==> src/rtl/fetch_queue.sv <==
// fetch_queue: instruction fetch front end for the 16-bit mini-MIPS core.
//
// Owns the fetch PC and issues in-order word requests to instruction memory.
// It buffers returned words with their PCs in a DEPTH-entry queue and presents
// the head to decode.
//
// Handshakes (all ports): a transfer happens at a rising clock edge where both
// valid and ready are 1. A producer holding valid=1 keeps its payload stable
// until the transfer. The memory response port has no ready: a response is
// taken in the cycle it is valid. imem_req_valid is combinational on
// redirect_valid and reset. Everything else that leaves the block comes
// straight from registers.
//
// Credit scheme: a request may only issue while outstanding + count < DEPTH.
// Every response therefore has a queue slot waiting for it, and the memory
// response port never needs backpressure.
//
// Redirect: the queue and the pc FIFO are flushed. Responses for requests
// accepted before the redirect are counted in discard and dropped as they
// arrive. Memory returns responses in order, so the stale ones always arrive
// before any response to a request issued after the redirect.
module fetch_queue #(
    parameter int unsigned DEPTH    = 4,
    parameter logic [15:0] RESET_PC = 16'h0000
) (
    input  logic        clock,
    input  logic        reset,
    output logic        imem_req_valid,
    input  logic        imem_req_ready,
    output logic [15:0] imem_req_addr,
    input  logic        imem_resp_valid,
    input  logic [15:0] imem_resp_data,
    input  logic        redirect_valid,
    input  logic [15:0] redirect_pc,
    output logic        ir_valid,
    output logic [15:0] ir,
    output logic [15:0] ir_pc,
    input  logic        ir_ready
);

    // Pointer width (DEPTH is a power of two, so pointers wrap naturally).
    localparam int unsigned PW = (DEPTH > 1) ? $clog2(DEPTH) : 1;
    // Counter width: holds 0..DEPTH inclusive.
    localparam int unsigned CW = $clog2(DEPTH + 1);
    // Width for the outstanding + count credit sum.
    localparam int unsigned SW = CW + 1;

    localparam logic [SW-1:0] DEPTH_S     = SW'(DEPTH);
    localparam logic [15:0]   RESET_PC_AL = {RESET_PC[15:1], 1'b0};

    // ------------------------------------------------------------------
    // State
    // ------------------------------------------------------------------
    logic [15:0]   fetch_pc_q,    fetch_pc_d;
    logic [CW-1:0] count_q,       count_d;
    logic [CW-1:0] outstanding_q, outstanding_d;
    logic [CW-1:0] discard_q,     discard_d;

    // Instruction queue: head at q_rd_ptr, tail at q_wr_ptr.
    logic [PW-1:0] q_rd_ptr_q, q_rd_ptr_d;
    logic [PW-1:0] q_wr_ptr_q, q_wr_ptr_d;
    logic [15:0]   q_instr_q [DEPTH];
    logic [15:0]   q_pc_q    [DEPTH];

    // PC FIFO: pcs of live (non-stale) requests in issue order. It is written
    // at issue and read when the matching response is pushed into the queue.
    logic [PW-1:0] pf_rd_ptr_q, pf_rd_ptr_d;
    logic [PW-1:0] pf_wr_ptr_q, pf_wr_ptr_d;
    logic [15:0]   pf_pc_q [DEPTH];

    // ------------------------------------------------------------------
    // Handshake decode
    // ------------------------------------------------------------------
    logic [SW-1:0] credit_used;
    logic          req_fire;
    logic          resp_take;
    logic          resp_drop;
    logic          resp_push;
    logic          pop;

    assign credit_used = SW'(outstanding_q) + SW'(count_q);

    // No request in reset, in a redirect cycle, or when every slot is spoken for.
    assign imem_req_valid = !reset && !redirect_valid && (credit_used < DEPTH_S);
    assign imem_req_addr  = fetch_pc_q;
    assign req_fire       = imem_req_valid && imem_req_ready;

    // A response with nothing outstanding is spurious and ignored outright.
    assign resp_take = imem_resp_valid && (outstanding_q != '0);
    // Stale responses are dropped, and so is the one arriving in a redirect cycle.
    assign resp_drop = resp_take && ((discard_q != '0) || redirect_valid);
    assign resp_push = resp_take && !resp_drop;

    // Head presentation: read straight from the queue registers, zero when empty.
    assign ir_valid = (count_q != '0);
    assign ir       = ir_valid ? q_instr_q[q_rd_ptr_q] : 16'h0000;
    assign ir_pc    = ir_valid ? q_pc_q[q_rd_ptr_q]    : 16'h0000;
    assign pop      = ir_valid && ir_ready;

    // ------------------------------------------------------------------
    // Next-state logic for pc, counters and pointers
    // ------------------------------------------------------------------
    always_comb begin
        fetch_pc_d    = fetch_pc_q;
        count_d       = count_q;
        outstanding_d = outstanding_q;
        discard_d     = discard_q;
        q_rd_ptr_d    = q_rd_ptr_q;
        q_wr_ptr_d    = q_wr_ptr_q;
        pf_rd_ptr_d   = pf_rd_ptr_q;
        pf_wr_ptr_d   = pf_wr_ptr_q;

        if (redirect_valid) begin
            // Flush everything buffered. Whatever is still in flight after
            // this cycle's response becomes stale. A head handshake in this
            // cycle has already been seen by decode and simply goes with the flush.
            fetch_pc_d    = {redirect_pc[15:1], 1'b0};
            count_d       = '0;
            q_rd_ptr_d    = '0;
            q_wr_ptr_d    = '0;
            pf_rd_ptr_d   = '0;
            pf_wr_ptr_d   = '0;
            outstanding_d = outstanding_q - CW'(resp_take);
            discard_d     = outstanding_q - CW'(resp_take);
        end else begin
            if (req_fire) begin
                fetch_pc_d  = fetch_pc_q + 16'd2;
                pf_wr_ptr_d = pf_wr_ptr_q + PW'(1);
            end

            outstanding_d = outstanding_q + CW'(req_fire) - CW'(resp_take);

            if (resp_drop) begin
                discard_d = discard_q - CW'(1);
            end

            if (resp_push) begin
                q_wr_ptr_d  = q_wr_ptr_q + PW'(1);
                pf_rd_ptr_d = pf_rd_ptr_q + PW'(1);
            end

            if (pop) begin
                q_rd_ptr_d = q_rd_ptr_q + PW'(1);
            end

            count_d = count_q + CW'(resp_push) - CW'(pop);
        end
    end

    // ------------------------------------------------------------------
    // Control state register with synchronous reset
    // ------------------------------------------------------------------
    always_ff @(posedge clock) begin
        if (reset) begin
            fetch_pc_q    <= RESET_PC_AL;
            count_q       <= '0;
            outstanding_q <= '0;
            discard_q     <= '0;
            q_rd_ptr_q    <= '0;
            q_wr_ptr_q    <= '0;
            pf_rd_ptr_q   <= '0;
            pf_wr_ptr_q   <= '0;
        end else begin
            fetch_pc_q    <= fetch_pc_d;
            count_q       <= count_d;
            outstanding_q <= outstanding_d;
            discard_q     <= discard_d;
            q_rd_ptr_q    <= q_rd_ptr_d;
            q_wr_ptr_q    <= q_wr_ptr_d;
            pf_rd_ptr_q   <= pf_rd_ptr_d;
            pf_wr_ptr_q   <= pf_wr_ptr_d;
        end
    end

    // ------------------------------------------------------------------
    // Queue and pc FIFO storage writes. There is no reset: the contents are
    // only observed through count and the pointers, and those are reset.
    // ------------------------------------------------------------------
    always_ff @(posedge clock) begin
        if (!reset && req_fire) begin
            pf_pc_q[pf_wr_ptr_q] <= fetch_pc_q;
        end
        if (!reset && resp_push) begin
            q_instr_q[q_wr_ptr_q] <= imem_resp_data;
            q_pc_q[q_wr_ptr_q]    <= pf_pc_q[pf_rd_ptr_q];
        end
    end

endmodule
==> config.mk <==
export PLATFORM = sky130hd
export DESIGN_NAME = fetch_queue
export DESIGN_NICKNAME = d
export VERILOG_FILES = /design/src/rtl/fetch_queue.sv
export SDC_FILE = /design/constraint.sdc
export NUM_CORES = 1
export LEC_CHECK = 0
export ABC_AREA = 1
export CORE_UTILIZATION = 44
export DETAILED_ROUTE_END_ITERATION = 6
export PLACE_DENSITY = 0.69
export SLEW_MARGIN = 15
export SYNTH_ARGS = -nofsm -noshare
export SYNTH_HDL_FRONTEND = slang
export SYNTH_SLANG_ARGS = --single-unit
==> constraint.sdc <==
create_clock -name clock -period 3.3 [get_ports clock]
set_input_delay 0.66 -clock clock [delete_from_list [all_inputs] [get_ports clock]]
set_output_delay 0.66 -clock clock [all_outputs]
set_load 0.01 [all_outputs]
**Word-level counts from Yosys, hierarchy flattened**

Memory sizes are Yosys's and may differ from the RTL's. A register that Yosys moved wholly into a read port is not among the register bits.
Index checks and enable logic that the tools add are counted.

- $add $sub $neg: 12
- Magnitude comparators: 1
- Muxes and demuxes: 17
- Reduce and logical (&&, ||, !) cells: 19

Operators by type and width:

| kind | count |
|---|---|
| two-way mux 16 bit | 4 |
| adder 16 x 2 -> 16 bit (second input constant) | 1 |
| two-way mux 2 bit | 6 |
| logical AND 1 bit | 9 |
| two-way mux 3 bit | 3 |
| nonzero test 3 bit | 3 |
| subtractor 3 x 1 -> 3 bit | 3 |
| adder 2 x 1 -> 2 bit (second input constant) | 4 |
| adder 3 x 1 -> 3 bit | 2 |
| adder 3 x 3 -> 4 bit | 1 |
| less-than comparator 4 x 3 -> 1 bit (second input constant) | 1 |
| two-way mux 1 bit | 4 |
| nonzero test 2 bit | 2 |
| logical NOT 1 bit | 3 |
| subtractor 3 x 1 -> 3 bit (second input constant) | 1 |
| OR reduction 2 bit | 1 |
| logical OR 1 bit | 1 |

- Register bits: 33
- Bits in writable memories: 192
- Bits of input ports: 38
- Logic and storage cells: 61
- Memories: 3

Memory list:

| name | depth | bits a word | rd ports | clocked after Yosys merged registers in | wr ports | RTL line | source |
|---|---|---|---|---|---|---|---|
| pf_pc_q | 4 | 16 | 1 | 1 | 1 | 69 | `logic [15:0] pf_pc_q [DEPTH];` |
| q_instr_q | 4 | 16 | 1 | 1 | 1 | 62 | `logic [15:0] q_instr_q [DEPTH];` |
| q_pc_q | 4 | 16 | 1 | 1 | 1 | 63 | `logic [15:0] q_pc_q [DEPTH];` |

**Logic depth before layout (Yosys ltp)**

Gate-level depths: netlist of run 1.

- Depth in word-level cells: 8
- Mapped depth: 14
- Depth with buffers taken out: 13

**Worst setup path before layout of run 1**

No wires, ideal clock.

- Kind: input to register
- Start point: input redirect_valid
- End point: memory q_instr_q[0][0], enable pin
- Library setup time: 419 ps
- Data arrival time: 2651 ps
- Required time: 2881 ps
- Path slack: 230 ps
- Stages: 8
- Buffers on the path: 1
- Cell sequence: buf_6 inv_2 nand2_1 nor2_1 inv_1 nor2_4 nand2_1 nor2_1

- Cells in the longest elaborated chain, start to end: 7

RTL lines:

| item | RTL line | source |
|---|---|---|
| start: declaration | 33 | `input logic redirect_valid,` |
| logical OR 1 bit | 91 | `assign resp_drop = resp_take && ((discard_q != '0) \|\| redirect_valid);` |
| logical AND 1 bit | 91 |  |
| logical NOT 1 bit | 92 | `assign resp_push = resp_take && !resp_drop;` |
| logical AND 1 bit | 92 |  |
| logical AND 1 bit | 183 | `if (!reset && resp_push) begin` |
| two-way mux 1 bit | 183 |  |
| two-way mux 1 bit (implied by the code) | 184 | `q_instr_q[q_wr_ptr_q] <= imem_resp_data;` |
| end: declaration | 62 |  |

No other way between the ends.

==> results.md, run 1 <==
* Sink Count at 220
* Fin. Hold Viols at 0
* Multi-input gate area at 2630 um2
* Via Count at 6201
* FF-to-FF Start: count_q[1]
* Hold path start: q_rd_ptr_q[1]
* Initial Util at 0.453
* Clock Skews at 0.0192 ns
* Worst VDD drop at 0.373 mV
* Most common cell in the netlist: nor2_1
* Outcome: completed
* Port bufs at 84
* Vias in the first global route at 5833
* Hold Path Stages at 2
* Drt initial violations at 403
* Layout Nets at 997
* Initial antenna violation count at 0
* Cell Pwr Density at 578 nW/um2
* Area contributors post-synth: edfxtp_1 (60%), nor2_1 (8.0%), dfxtp_1 (7.8%)
* Cell area after synthesis at 9250 um2
* Post-Synthesis Cells at 844
* Drt total wl at 18500 um
* Critical Path AT at 2.48 ns
* Total GRT Usage at 0.173
* Max Clk Rate at 319 MHz
* Post-route cell area at 11300 um2
* Final Wtd Congestion at 0.782
* Setup TNS at 0 ns
* Clk root buf: clkbuf_16
* Placed cell area at 10500 um2
* Post-DRT Antenna Nets at 0
* Worst-Margin Slew at 0.857 ns
* Die Y at 147 um
* Critical path buffers and inverters at 2
* Largest family of logic cells by synthesized area: simple AND/OR/NAND/NOR gates
* XOR/XNOR Fraction of Synth Area at 0.00663
* Crit-path max FO at 15
* Drc violations at 0
* R2R Path End: outstanding_q[2]
* Layout fillers at 1726
* Worst rel slew slack at 0.428
* Gr ovfl total at 0
* Worst path depth at 5
* Synth async-reset ratio at 0
* CP required at 2.64 ns
* Fin. max-slew vios at 0
* RSZ-0062 raised after global routing: false
* Die area at 21600 um2
* Register area at 6250 um2
* Dpl cells at 1181
* Final Non-Filler Cells at 1224
* R2r worst-path depth at 13
* Critical path's slowest cell: clkdlybuf4s50_1
* Yosys reg bits at 220
* Critical path's largest stage delay at 0.56 ns
* Synth Area in Compound Gates at 0.0983
* Lkg Pwr at 4.03 nW
* Number of flops mapped to enable cells by yosys at 184
* Clock slew at reported path FFs at 0.06 ns
* Count of final setup violators at 0
* YS warnings at 0
* Worst min-delay path class: reg2reg
* Synth Area in Simple Gates at 0.146
* Crit path launch type: flip-flop
* Proportion of synthesized chip area in sequential cells at 0.675
* Max layer used: met4
* Largest net degree at the start of global routing at 34
* Met2 WL at 8760 um
* Yosys top cell area share at 0.597
* Max clock buf depth at 3
* Area delta synth->final at 21.9%
* CTS Buf Count at 23
* I/O pin count at 88
* Rows at 52
* Library cells used by synthesis at 34
* Share of cells above drive strength 1 at 0.0807
* Top_reg_cell synth: edfxtp_1
* First-pass GRT wire length at 29700 um
* Wire length on met3 at 1050 um
* Chip width at 147 um
* Post-synth top cells: nor2_1 (198), edfxtp_1 (184), o21ai_0 (104), nand2_1 (73), inv_1 (55)
* Mux share of post-synthesis cell area at 0
* Final min period at 3.14 ns
* Wl on met1 at 8380 um
* H-tree Lvls at 1
* Antenna cells at 0
* Final worst path period share at 0.951
* Core Box Area at 20400 um2
* Flop-to-flop setup slack at 0.65 ns
* Crit-path cells: clkinvlp_4 > nor2_1 > o21ai_0 > a21oi_1 > clkdlybuf4s50_1
* Synth Area in Adders at 0.0300
* Pre-Repair DR Iteration Count at 5
* Syn avg cell area at 11.0 um2
* Synth area leader: edfxtp_1
* Critical path's top delay family: buffers and inverters
* CP Class: reg2out
* DP HPWL at 11000 um
* Max Cap Viol at 0
* Crit. End Element: output port
* Vias per cell at 5.07
* Worst-Skew Late Latency at 0.51 ns
* Drt wl/cell at 15.1 um
* CTS tree: built
worst register-to-register path: stages, from the launching register on:
cell,delay [ns]
dfxtp_1,0.44
ha_1,0.27
nand3_1,0.08
nand2_1,0.15
nor2_4,0.13
nand2_2,0.06
ha_1,0.27
inv_1,0.04
ha_1,0.18
fa_1,0.38
xnor2_1,0.15
or2_2,0.27
nand3_1,0.07
a21oi_1,0.06
worst max path at each step:
stage / endpoint / slack, ns / from
3_3_place_gp: outstanding_q[2] / 0.19 / redirect_valid
2_1_floorplan: q_instr_q[0][0] / 0.23 / redirect_valid
4_1_cts: ir[5] / 0.04 / flip-flop
6_report: ir[0] / 0.16 / flip-flop
5_1_grt: ir_pc[1] / 0.004 / flip-flop
3_5_place_dp: outstanding_q[2] / 0.16 / redirect_valid
per-stage QoR:
step	hold WS (ns)	power (W)	util	worst slack (ns)
after floorplan	0.436	0.00367	-	0.230
after global placement	0.452	0.00396	0.513	0.188
after detailed placement	0.456	0.00398	0.513	0.164
after CTS	0.466	0.00657	0.550	0.0380
after global routing	0.484	0.00677	0.552	0.00408
final	0.468	0.00652	0.552	0.162
layout make-up:
type                       instances  share of cell area
tap                              270              0.0300
multi-input combinational        528               0.233
timing repair inverter             1            0.000666
inverter                          58              0.0196
clock buffer                      25              0.0517
sequential                       220               0.554
timing repair buffer             106              0.0948
clock inverter                    16              0.0161
state kept, by name, summed over array words and instances, names as in the netlist, named ones only:
| name | count |
|---|---|
| count_q | 3 |
| pf_pc_q | 60 |
| discard_q | 3 |
| pf_rd_ptr_q | 2 |
| q_instr_q | 64 |
| outstanding_q | 3 |
| q_wr_ptr_q | 2 |
| q_pc_q | 60 |
| q_rd_ptr_q | 2 |
| pf_wr_ptr_q | 2 |
| imem_req_addr | 15 |
where the power goes:
group	leakage, nW	internal, W	switching (W)	total (W)
registers	1.96	0.00312	0.0000759	0.00320
logic	1.70	0.000313	0.000407	0.000721
clock network	0.370	0.00159	0.00101	0.00260
repair_timing:
action | CTS | global route
hold buffers | 0 | 0
resized for setup | 0 | 3
setup buffers | 0 | 1
setup endpoints to repair | 0 | 19
cell usage in the layout, fill, tap and decap left out, types with 8 or more instances in the layout:
| cell | count |
|---|---|
| nor2_1 | 194 |
| edfxtp_1 | 184 |
| o21ai_0 | 104 |
| clkdlybuf4s50_1 | 84 |
| nand2_1 | 73 |
| inv_1 | 54 |
| a21oi_1 | 48 |
| dfxtp_1 | 35 |
| nand3_1 | 29 |
| clkbuf_16 | 23 |
| ha_1 | 19 |
| buf_4 | 17 |
| o22ai_1 | 15 |
| clkinv_1 | 8 |
cell families after synthesis:
family                   count (synthesis)
AO/OA/AOI/OAI                          176
XOR/XNOR                                 7
adder cells (fa/ha/maj)                 21
buffers and inverters                   97
flip-flops                             220
other                                    1
AND/OR/NAND/NOR                        322
routing by layer:
metal	global-route usage	up-vias
li1	-	3090
met1	0.233	2903
met2	0.292	181
met3	0.0270	27
met4	0.0464	0
met5	0	-
Note: power is estimated with default switching activity, not from simulation.
==> inputs of run 2 (changes only) <==
--- a/config.mk
+++ b/config.mk
@@ -9,6 +9,7 @@
 export CORE_UTILIZATION = 44
 export DETAILED_ROUTE_END_ITERATION = 6
 export PLACE_DENSITY = 0.69
+export SKIP_LAST_GASP = 1
 export SLEW_MARGIN = 15
 export SYNTH_ARGS = -nofsm -noshare
 export SYNTH_HDL_FRONTEND = slang
==> results of run 2 <==
Same layout as run 1: the final DEF is identical, and so are final timing and power.
